`config.mk`:
```
export PLATFORM = sky130hd
export DESIGN_NAME = control_tx_flat
export DESIGN_NICKNAME = d
export VERILOG_FILES = /design/src/rtl/usb_tx_pkg.sv /design/src/rtl/control_tx_if.sv /design/src/rtl/crc16_tx.sv /design/src/rtl/control_tx.sv /design/src/flat_wrapper.sv
export SDC_FILE = /design/constraint.sdc
export NUM_CORES = 1
export LEC_CHECK = 0
export CAP_MARGIN = 20
export CORE_AREA = 4 4 54 69
export CTS_CLUSTER_DIAMETER = 30
export DETAILED_ROUTE_END_ITERATION = 6
export DIE_AREA = 0 0 58 73
export GPL_TIMING_DRIVEN = 0
export PLACE_DENSITY = 0.73
export SETUP_SLACK_MARGIN = 0.02
export SLEW_MARGIN = 20
export SYNTH_ARGS = -nofsm -noshare
export SYNTH_HDL_FRONTEND = slang
export SYNTH_SLANG_ARGS = --single-unit
```
`constraint.sdc`:
```
create_clock -name clk -period 2.8 [get_ports clk]
set_clock_uncertainty 0.1 [all_clocks]
set_input_delay 0.56 -clock clk [delete_from_list [all_inputs] [get_ports clk]]
set_output_delay 0.56 -clock clk [all_outputs]
set_load 0.02 [all_outputs]
```
`src/rtl/usb_tx_pkg.sv`:
```
// Shared definitions for the USB full-speed transmit controller.
// Contents:
//   tx_state_t             - transmit FSM state encoding
//   PKT_*                  - tx_packet request codes from the AHB slave
//   PID_*                  - PID byte values put on the wire
//   SYNC_BYTE_DEF          - default SYNC pattern (LSB transmitted first)
//   CRC16_*                - USB CRC16 polynomial (normal and bit-reflected) and seed
//   pkt_valid / pkt_is_data / pid_byte - small decode helpers
package usb_tx_pkg;

  typedef enum logic [3:0] {
    IDLE,
    SYNC,
    PID,
    DATA,
    CRC1,
    CRC2,
    EOP,
    DONE,
    ERR
  } tx_state_t;

  localparam logic [3:0] PKT_DATA0 = 4'd1;
  localparam logic [3:0] PKT_DATA1 = 4'd2;
  localparam logic [3:0] PKT_ACK   = 4'd3;
  localparam logic [3:0] PKT_NAK   = 4'd4;
  localparam logic [3:0] PKT_STALL = 4'd5;

  localparam logic [7:0] PID_DATA0 = 8'hC3;
  localparam logic [7:0] PID_DATA1 = 8'h4B;
  localparam logic [7:0] PID_ACK   = 8'hD2;
  localparam logic [7:0] PID_NAK   = 8'h5A;
  localparam logic [7:0] PID_STALL = 8'h1E;

  localparam logic [7:0] SYNC_BYTE_DEF = 8'h80;

  // x^16 + x^15 + x^2 + 1; the reflected form is what an LSB-first shifter uses.
  localparam logic [15:0] CRC16_POLY      = 16'h8005;
  localparam logic [15:0] CRC16_POLY_REFL = 16'hA001;
  localparam logic [15:0] CRC16_INIT      = 16'hFFFF;

  function automatic logic pkt_valid(input logic [3:0] pkt);
    return (pkt >= PKT_DATA0) && (pkt <= PKT_STALL);
  endfunction

  function automatic logic pkt_is_data(input logic [3:0] pkt);
    return (pkt == PKT_DATA0) || (pkt == PKT_DATA1);
  endfunction

  function automatic logic [7:0] pid_byte(input logic [3:0] pkt);
    case (pkt)
      PKT_DATA0: return PID_DATA0;
      PKT_DATA1: return PID_DATA1;
      PKT_ACK:   return PID_ACK;
      PKT_NAK:   return PID_NAK;
      PKT_STALL: return PID_STALL;
      default:   return 8'h00;
    endcase
  endfunction

endpackage

```
`src/rtl/control_tx_if.sv`:
```
// Handshake bundle between the transmit controller and its neighbours
// (AHB slave request/status, data buffer, serializer/NRZI encoder).
// Modports:
//   master - the controller: takes requests, buffer state and serializer
//            acknowledges; drives the byte stream, pop, EOP request, status.
//   slave  - the surrounding logic, opposite directions.
interface control_tx_if;
  logic       tx_start;
  logic [3:0] tx_packet;
  logic [6:0] buffer_occupancy;
  logic [7:0] tx_fifo_data;
  logic       byte_done;
  logic       eop_done;
  logic [7:0] tx_byte;
  logic       byte_valid;
  logic       get_tx_data;
  logic       send_eop;
  logic       tx_trans_active;
  logic       tx_error;

  modport master (
    input  tx_start, tx_packet, buffer_occupancy, tx_fifo_data, byte_done, eop_done,
    output tx_byte, byte_valid, get_tx_data, send_eop, tx_trans_active, tx_error
  );

  modport slave (
    output tx_start, tx_packet, buffer_occupancy, tx_fifo_data, byte_done, eop_done,
    input  tx_byte, byte_valid, get_tx_data, send_eop, tx_trans_active, tx_error
  );
endinterface

```
`src/rtl/crc16_tx.sv`:
```
// USB CRC16 accumulator, one byte per enabled cycle (8 bit steps unrolled).
// Ports:
//   clk, n_rst - clock, synchronous active-low reset (register -> 16'hFFFF)
//   clear      - reseed to 16'hFFFF (wins over en)
//   en         - fold data[7:0] into the register, LSB first
//   data       - byte to accumulate
//   crc        - current register value (transmit its complement)
module crc16_tx
  import usb_tx_pkg::*;
(
  input  logic        clk,
  input  logic        n_rst,
  input  logic        clear,
  input  logic        en,
  input  logic [7:0]  data,
  output logic [15:0] crc
);

  logic [15:0] crc_reg;
  logic [15:0] crc_next;
  logic [15:0] step;

  always_comb begin
    step = crc_reg;
    for (int i = 0; i < 8; i++) begin
      if (step[0] ^ data[i]) step = (step >> 1) ^ CRC16_POLY_REFL;
      else                   step = step >> 1;
    end
    crc_next = crc_reg;
    if (clear)   crc_next = CRC16_INIT;
    else if (en) crc_next = step;
  end

  always_ff @(posedge clk) begin
    if (!n_rst) crc_reg <= CRC16_INIT;
    else        crc_reg <= crc_next;
  end

  assign crc = crc_reg;

endmodule

```
`src/rtl/control_tx.sv`:
```
// USB full-speed transmit packet controller. Sequences SYNC, PID, optional
// payload and CRC16 bytes to the serializer, then requests EOP.
// Ports:
//   clk   - system clock
//   n_rst - synchronous active-low reset; aborts a packet without EOP
//   bus   - control_tx_if.master: tx_start/tx_packet request, buffer
//           occupancy/head byte, byte_done/eop_done from the encoder;
//           tx_byte/byte_valid, get_tx_data, send_eop, tx_trans_active,
//           tx_error out.
// Parameters: MAX_PAYLOAD (data bytes per packet), SYNC_BYTE.
// Build option TX_CRC_GEN_EN: when defined the CRC16 is generated here and
// the byte count is payload only. When undefined the host preloads the CRC
// as the last two buffer bytes; CRC1/CRC2 then stream and pop the buffer,
// the count covers payload+2 and a DATA packet needs at least 2 bytes.
module control_tx
  import usb_tx_pkg::*;
#(
  parameter int         MAX_PAYLOAD = 64,
  parameter logic [7:0] SYNC_BYTE   = SYNC_BYTE_DEF
)(
  input  logic           clk,
  input  logic           n_rst,
  control_tx_if.master   bus
);

`ifdef TX_CRC_GEN_EN
  localparam logic [6:0] TAIL_CNT = 7'd0;
`else
  localparam logic [6:0] TAIL_CNT = 7'd2;
`endif
  localparam int LIMIT = MAX_PAYLOAD + int'(TAIL_CNT);

  tx_state_t  state_reg, state_next;
  logic [3:0] packet_reg, packet_next;
  logic [6:0] count_reg, count_next;
  logic       error_reg, error_next;
  logic       accept;
  logic       bad_len;

`ifdef TX_CRC_GEN_EN
  logic [15:0] crc;

  // Only payload pops reach the CRC in this build.
  crc16_tx u_crc (
    .clk   (clk),
    .n_rst (n_rst),
    .clear (accept),
    .en    (bus.get_tx_data),
    .data  (bus.tx_fifo_data),
    .crc   (crc)
  );
`endif

  assign accept = (state_reg == IDLE) && bus.tx_start;

  always_comb begin
    bad_len = int'(bus.buffer_occupancy) > LIMIT;
`ifndef TX_CRC_GEN_EN
    bad_len = bad_len || (bus.buffer_occupancy < TAIL_CNT);
`endif
  end

  always_comb begin
    state_next          = state_reg;
    packet_next         = packet_reg;
    count_next          = count_reg;
    error_next          = error_reg;
    bus.tx_byte         = 8'h00;
    bus.byte_valid      = 1'b0;
    bus.get_tx_data     = 1'b0;
    bus.send_eop        = 1'b0;
    bus.tx_trans_active = 1'b1;

    case (state_reg)
      IDLE: begin
        bus.tx_trans_active = 1'b0;
        if (bus.tx_start) begin
          packet_next = bus.tx_packet;
          count_next  = bus.buffer_occupancy;
          if (!pkt_valid(bus.tx_packet) || (pkt_is_data(bus.tx_packet) && bad_len)) begin
            state_next = ERR;
            error_next = 1'b1;
          end else begin
            state_next = SYNC;
            error_next = 1'b0;
          end
        end
      end

      SYNC: begin
        bus.tx_byte    = SYNC_BYTE;
        bus.byte_valid = 1'b1;
        if (bus.byte_done) state_next = PID;
      end

      PID: begin
        bus.tx_byte    = pid_byte(packet_reg);
        bus.byte_valid = 1'b1;
        if (bus.byte_done) begin
          if (!pkt_is_data(packet_reg))  state_next = EOP;
          else if (count_reg == TAIL_CNT) state_next = CRC1;
          else                            state_next = DATA;
        end
      end

      DATA: begin
        bus.tx_byte    = bus.tx_fifo_data;
        bus.byte_valid = 1'b1;
        // An empty buffer mid-payload is an underrun; nothing is popped.
        if (bus.buffer_occupancy == 7'd0) begin
          state_next = ERR;
          error_next = 1'b1;
        end else if (bus.byte_done) begin
          bus.get_tx_data = 1'b1;
          count_next      = count_reg - 7'd1;
          if (count_reg == TAIL_CNT + 7'd1) state_next = CRC1;
        end
      end

`ifdef TX_CRC_GEN_EN
      CRC1: begin
        bus.tx_byte    = ~crc[7:0];
        bus.byte_valid = 1'b1;
        if (bus.byte_done) state_next = CRC2;
      end

      CRC2: begin
        bus.tx_byte    = ~crc[15:8];
        bus.byte_valid = 1'b1;
        if (bus.byte_done) state_next = EOP;
      end
`else
      // Host-supplied CRC bytes come straight out of the buffer.
      CRC1, CRC2: begin
        bus.tx_byte    = bus.tx_fifo_data;
        bus.byte_valid = 1'b1;
        if (bus.buffer_occupancy == 7'd0) begin
          state_next = ERR;
          error_next = 1'b1;
        end else if (bus.byte_done) begin
          bus.get_tx_data = 1'b1;
          count_next      = count_reg - 7'd1;
          state_next      = (state_reg == CRC1) ? CRC2 : EOP;
        end
      end
`endif

      EOP: begin
        bus.send_eop = 1'b1;
        if (bus.eop_done) state_next = DONE;
      end

      DONE: begin
        bus.tx_trans_active = 1'b0;
        state_next          = IDLE;
      end

      ERR: begin
        // Still finish with an EOP so the bus is left idle.
        bus.send_eop = 1'b1;
        error_next   = 1'b1;
        if (bus.eop_done) state_next = DONE;
      end

      default: state_next = IDLE;
    endcase
  end

  assign bus.tx_error = error_reg;

  always_ff @(posedge clk) begin
    if (!n_rst) begin
      state_reg  <= IDLE;
      packet_reg <= 4'd0;
      count_reg  <= 7'd0;
      error_reg  <= 1'b0;
    end else begin
      state_reg  <= state_next;
      packet_reg <= packet_next;
      count_reg  <= count_next;
      error_reg  <= error_next;
    end
  end

endmodule

```
`src/flat_wrapper.sv`:
```
// flat-port wrapper written by rule: the top's interface ports become plain ports
module control_tx_flat import usb_tx_pkg::*;
#(
  parameter int         MAX_PAYLOAD = 64,
  parameter logic [7:0] SYNC_BYTE   = SYNC_BYTE_DEF
)
  (clk, n_rst, bus_tx_start, bus_tx_packet, bus_buffer_occupancy, bus_tx_fifo_data, bus_byte_done, bus_eop_done, bus_tx_byte, bus_byte_valid, bus_get_tx_data, bus_send_eop, bus_tx_trans_active, bus_tx_error);
  control_tx_if bus_i ();
  input  logic clk;
  input  logic n_rst;
  input wire logic [$bits(bus_i.tx_start)-1:0] bus_tx_start;
  input wire logic [$bits(bus_i.tx_packet)-1:0] bus_tx_packet;
  input wire logic [$bits(bus_i.buffer_occupancy)-1:0] bus_buffer_occupancy;
  input wire logic [$bits(bus_i.tx_fifo_data)-1:0] bus_tx_fifo_data;
  input wire logic [$bits(bus_i.byte_done)-1:0] bus_byte_done;
  input wire logic [$bits(bus_i.eop_done)-1:0] bus_eop_done;
  output wire logic [$bits(bus_i.tx_byte)-1:0] bus_tx_byte;
  output wire logic [$bits(bus_i.byte_valid)-1:0] bus_byte_valid;
  output wire logic [$bits(bus_i.get_tx_data)-1:0] bus_get_tx_data;
  output wire logic [$bits(bus_i.send_eop)-1:0] bus_send_eop;
  output wire logic [$bits(bus_i.tx_trans_active)-1:0] bus_tx_trans_active;
  output wire logic [$bits(bus_i.tx_error)-1:0] bus_tx_error;
  assign bus_i.tx_start = bus_tx_start;
  assign bus_i.tx_packet = bus_tx_packet;
  assign bus_i.buffer_occupancy = bus_buffer_occupancy;
  assign bus_i.tx_fifo_data = bus_tx_fifo_data;
  assign bus_i.byte_done = bus_byte_done;
  assign bus_i.eop_done = bus_eop_done;
  assign bus_tx_byte = bus_i.tx_byte;
  assign bus_byte_valid = bus_i.byte_valid;
  assign bus_get_tx_data = bus_i.get_tx_data;
  assign bus_send_eop = bus_i.send_eop;
  assign bus_tx_trans_active = bus_i.tx_trans_active;
  assign bus_tx_error = bus_i.tx_error;
  control_tx #(.MAX_PAYLOAD(MAX_PAYLOAD), .SYNC_BYTE(SYNC_BYTE)) u_core (.clk(clk), .n_rst(n_rst), .bus(bus_i));
endmodule
```
* After elaboration in Yosys (flattened, before gate mapping)
Cells that the tools add are included.
** Cells by class
- $add $sub $neg :: 1
- $lt $le $gt $ge :: 4
- Equality and inequality tests :: 27
- Multiplexer cells :: 30
- Reduce and logical (&&, ||, !) cells :: 20
** Operators by type and width (count)
- 4-bit two-way mux :: 11
- 8-bit one-hot mux with 5 select lines :: 1
- 4-bit by 3-bit == test with 1-bit output, second input constant :: 6
- 4-bit one-hot mux with 6 select lines :: 1
- 8-bit one-hot mux with 3 select lines :: 1
- 7-bit two-way mux :: 3
- 4-bit by 2-bit == test with 1-bit output, second input constant :: 5
- 7-bit by 2-bit == test with 1-bit output, second input constant :: 2
- 7-bit one-hot mux with 2 select lines :: 1
- 4-bit by 1-bit == test with 1-bit output, second input constant :: 3
- 1-bit two-way mux :: 9
- 2-bit inequality test, second input constant :: 4
- 7-bit > comparator, second input constant :: 1
- 7-bit logical NOT :: 1
- 7-bit by 2-bit less-than comparator with 1-bit output, second input constant :: 1
- 7-bit AND reduction :: 1
- 7-bit by 1-bit subtractor with 7-bit output, second input constant :: 1
- 2-bit by 1-bit inequality test with 1-bit output, second input constant :: 3
- 3-bit by 2-bit inequality test with 1-bit output, second input constant :: 2
- 2-bit OR reduction :: 3
- 5-bit OR reduction :: 1
- 4-bit == test, second input constant :: 1
- 4-bit by 1-bit >= comparator with 1-bit output, second input constant :: 1
- 4-bit by 3-bit <= comparator with 1-bit output, second input constant :: 1
- other kinds (14) :: 18
** Word-level totals
- Flip-flop bits (word level) :: 16
- Bits of input ports :: 24
- Word-level logic and storage cells :: 86

* Logic depth before layout (Yosys ltp)
- Depth in word-level cells :: 7
- Gate-level depth with buffers :: 8

* Worst setup path before layout
Ideal clock, no wire load.
- Kind :: register -> output
- From :: register u_core.state_reg[1]
- To :: output bus_tx_byte[2]
- Data arrival time :: 2141 ps
- Required time :: 2140 ps
- Path slack :: -1 ps
- Stages on the path, launching flop included :: 5
- Buffers on the path :: 1
- Cell sequence :: dfxtp_1 > clkbuf_1 > inv_1 > or4_1 > o41ai_1
** On the way
- Word-level cells in the longest chain between the ends :: 3
- Elaborated cells between the ends (all ways) :: 7
** Ends and longest elaborated chain
- start: declaration :: line control_tx.sv:33 : tx_state_t state_reg, state_next;
- start signal: assignment :: line control_tx.sv:178 : state_reg <= state_next;
- 4-bit by 2-bit == test with 1-bit output or 4-bit by 3-bit == test with 1-bit output (tied branches) :: line control_tx.sv:74 : case (state_reg)
- 3-bit OR reduction (no line)
- 8-bit one-hot mux with 3 select lines * :: line control_tx.sv:74
- end: declaration :: line flat_wrapper.sv:17 : output wire logic [$bits(bus_i.tx_byte)-1:0] bus_tx_byte;
Every way passes the cells marked *; elsewhere a longest branch is shown, timed or not.

* Worst setup path in the final report
- From :: input bus_buffer_occupancy[2]
- To :: output bus_get_tx_data
** On the way
- Word-level cells in the longest chain between the ends :: 3
** Ends and longest elaborated chain
- start: declaration :: line flat_wrapper.sv:13 : input wire logic [$bits(bus_i.buffer_occupancy)-1:0] bus_buffer_occupancy;
- 7-bit logical NOT :: line control_tx.sv:110, control_tx.sv:137
- 1-bit two-way mux :: line control_tx.sv:110 : if (bus.buffer_occupancy == 7'd0) begin
- 1-bit two-way mux
- end: declaration :: line flat_wrapper.sv:19 : output wire logic [$bits(bus_i.get_tx_data)-1:0] bus_get_tx_data;
Every way passes these cells.

==> flow_summary_export.csv <==
group,metric,value,unit
outcome,status,"finished clean",
finish,syn2layout_area_growth,37.13,%
route,dr.pass1.iters,5,
finish,diodes,0,
global_routing,grt_pass1_vias,1357,
global_routing,grt_max_degree,11,
power,p_per_area,746.7,mW/mm^2
timing,rsz0062_at_grt,"false",
clock_tree,clkSinkCount,16,
route,drtIter0Drc,40,
logic_synthesis,synthAdderAreaFrac,0.02799,
global_routing,globalRoute.totalOverflow,0,
logic_synthesis,ys_ff_latch,16,
logic_synthesis,yosys.cell_types.count,52,
placement,gp_congestion,0.8663,
logic_synthesis,syn_avg_cell_area,7.290,sq um
placement,dpl_cell_area,0.001755,sq mm
worst_setup_path,r2r_cells,6,
route,wl_per_cell,14.08,um
logic_synthesis,yosys.area_share.simple,0.2994,
finish,layout_common_cells,"24 x clkdlybuf4s50_1, 17 x nor2_1, 17 x a21oi_1",
worst_setup_path,worst_setup_path_end_kind,"output port",
placement,dp.cells,257,
logic_synthesis,synth_top_family_by_area,"compound AO/OA/AOI/OAI gates",
flow_run,max_cap_violations,0,
power,p_leak,0.6929,nW
timing,max_freq,0.3659,GHz
power,pwr-share-comb,0.589,
worst_setup_path,crit_type,"in2out",
timing,relSlewSlack,0.4121,
global_routing,antenna_found_initial,0,
route,postRouteAntennaNets,0,
logic_synthesis,synth_ff_type,"dfxtp_1",
clock_tree,cts_buffer_depth,2,
worst_setup_path,rr_endpoint,"u_core.count_reg[0]",
global_routing,grt_pass1_wl,5968,um
power,power.internal,0.0007636,W
clock_tree,cts_tree,"built",
route,drc,0,
finish,seqCellArea,326.6,sq um
die,die_w,58,um
worst_setup_path,cp.arrival,2.07,ns
timing,setup_slack,0.06676,ns
timing,worstMarginPinSlew,0.8745,ns
finish,mostFrequentLayoutCell,"clkdlybuf4s50_1",
worst_setup_path,startpoint_type,"input pin",
die,core_area,0.003108,sq mm
power,seqPwrFrac,0.288,
die,io_pins,37,
clock_tree,path_clk_slew,0.06,ns
finish,multi_input_area,987.2,sq um
finish,fin_nets,254,
timing,setup_viol,0,
worst_setup_path,rrSetupSlack,0.66,ns
logic_synthesis,synthArstFlopShare,0,
route,vias_per_cell,5.828,
finish,post-route-cell-area,0.001839,sq mm
logic_synthesis,synth_edf_count,0,
worst_setup_path,crit_end,"bus_get_tx_data",
power,p_sw_frac,0.4440,
power,power.switching,0.0006097,W
worst_setup_path,r2r_start,"u_core.state_reg[0]",
die,initial_core_util,0.4316,
min_path,hold_path_class,"reg2reg",
die,rows,23,
logic_synthesis,syn-num-nets,211,
finish,largest_register_ffs,7,
timing,finalCritPeriodShare,0.9762,
logic_synthesis,yosys-mux-area-fraction,0.007463,
finish,fillers,291,
global_routing,grt_use_total,0.1771,
worst_setup_path,startpoint,"bus_buffer_occupancy[2]",
placement,pre_cts_slack,-0.7142,ns
clock_tree,cts_root_buf,"clkbuf_8",
timing,period_minus_slack,2.733,ns
finish,final_util,0.5918,
logic_synthesis,synthesis.instances,184,
power,clkPwrFrac,0.123,
clock_tree,h-tree-depth,1,
logic_synthesis,yosysWarnings,0,
placement,port-buffer-count,36,
logic_synthesis,yosysSeqAreaShare,0.2388,
placement,place_hpwl,2836,um
logic_synthesis,syn_area,0.001341,sq mm
finish,final_cells,262,
clock_tree,clkLatencyLatePin,0.24,ns
logic_synthesis,synth_compound_area_frac,0.3526,
route,vias,1527,
die,fp.dieH,73,um
timing,slew_viol_final,0,
clock_tree,cts_buffers,3,
logic_synthesis,synth_xor_xnor_area_share,0.01306,
clock_tree,holdBufCountCts,0,
route,drt-total-wl,3688,um
worst_setup_path,worstPathRequired,2.14,ns
die,fp.dieArea,0.004234,sq mm
finish,drive_gt1_frac,0.1733,
timing,hold_violations,0,
power,vdd_ir_drop_max,0.5301,mV
worst_setup_path,critPathMaxFanout,2,
## power by group through the flow
| stage | clock network (W) | logic (W) | registers (W) |
|---|---|---|---|
| 3_5_place_dp | 0 | 0.000796 | 0.000393 |
| 4_1_cts | 0.000171 | 0.000812 | 0.000393 |
| 6_report | 0.000169 | 0.000809 | 0.000395 |
| 5_1_grt | 0.000183 | 0.000901 | 0.000411 |
| 2_1_floorplan | 0 | 0.000556 | 0.000378 |
| 3_3_place_gp | 0 | 0.000792 | 0.000391 |
## cells in the mapped netlist, types with 2 or more instances
library cell | instances | area share
nand2b_1 | 3 | 0.014
buf_2 | 2 | 0.0075
a21o_1 | 2 | 0.011
a22o_1 | 6 | 0.039
a21oi_1 | 17 | 0.063
a211oi_1 | 2 | 0.011
clkbuf_1 | 5 | 0.014
dfxtp_1 | 16 | 0.24
nand2_1 | 16 | 0.045
inv_1 | 8 | 0.022
nor4_1 | 2 | 0.0093
nor3_1 | 7 | 0.026
o21ai_1 | 4 | 0.015
ha_1 | 3 | 0.028
nor2_1 | 19 | 0.053
and2_1 | 4 | 0.019
or3_1 | 3 | 0.014
nor3b_1 | 2 | 0.011
a21boi_0 | 4 | 0.022
nor2b_1 | 2 | 0.0093
xnor2_1 | 2 | 0.013
o21bai_1 | 2 | 0.011
or4_1 | 2 | 0.011
o2bb2ai_1 | 2 | 0.013
a31oi_1 | 5 | 0.023
o22ai_1 | 3 | 0.014
nand3_1 | 8 | 0.030
o21ai_0 | 8 | 0.030
a22oi_1 | 2 | 0.011
## per-layer routing
metal,vias up,wire length [um],global-route usage
li1,765,-,-
met1,700,1514,0.2107
met2,52,1836,0.3141
met3,10,229,0.02124
met4,0,107,0.07732
met5,-,0,0
## area by class of cell
class,count,share of cell area
inverters,8,0.01633
flip-flops and latches,16,0.1776
well taps,37,0.02517
clock buffers,3,0.02245
repair buffers,39,0.1905
plain buffers,9,0.03129
multi-input cells,150,0.5367
## critical path, stage by stage
cell             delay (ns)
clkdlybuf4s15_1        0.18
or4_4                  0.52
or4_4                  0.49
and3_4                 0.20
buf_6                  0.12
## through the flow
step	hold slack (ns)	TNS (ns)	power [W]
2_1_floorplan	0.3374	0	0.0009343
3_3_place_gp	0.3573	-7.699	0.001183
3_5_place_dp	0.3695	-7.634	0.001189
4_1_cts	0.3788	0	0.001376
5_1_grt	0.3920	0	0.001495
6_report	0.3769	0	0.001373
## how the worst min path moves through the flow
| stage | cells after the start | from | end |
|---|---|---|---|
| 2_1_floorplan | 2 | u_core.count_reg[6] | u_core.count_reg[6] |
| 3_3_place_gp | 2 | u_core.count_reg[6] | u_core.count_reg[6] |
| 3_5_place_dp | 2 | u_core.count_reg[6] | u_core.count_reg[6] |
| 4_1_cts | 2 | u_core.count_reg[6] | u_core.count_reg[6] |
| 5_1_grt | 2 | u_core.count_reg[6] | u_core.count_reg[6] |
| 6_report | 2 | u_core.count_reg[6] | u_core.count_reg[6] |
## logic make-up (layout without fill, tap and decap cells)
| kind of cell | after synthesis | after routing |
|---|---|---|
| AND/OR/NAND/NOR | 77 | 77 |
| multiplexers | 1 | 1 |
| XOR/XNOR | 2 | 2 |
| adder cells (fa/ha/maj) | 3 | 3 |
| buffers and inverters | 18 | 59 |
| flip-flops | 16 | 16 |
| AO/OA/AOI/OAI | 67 | 67 |
## timing repair
action	4_1_cts	5_1_grt
resized for setup	43	17
buffers inserted	3	0
pin swaps	2	2
gates cloned	0	0
endpoints found under the setup margin	13	9
Note: power is estimated with default switching activity, not from simulation.
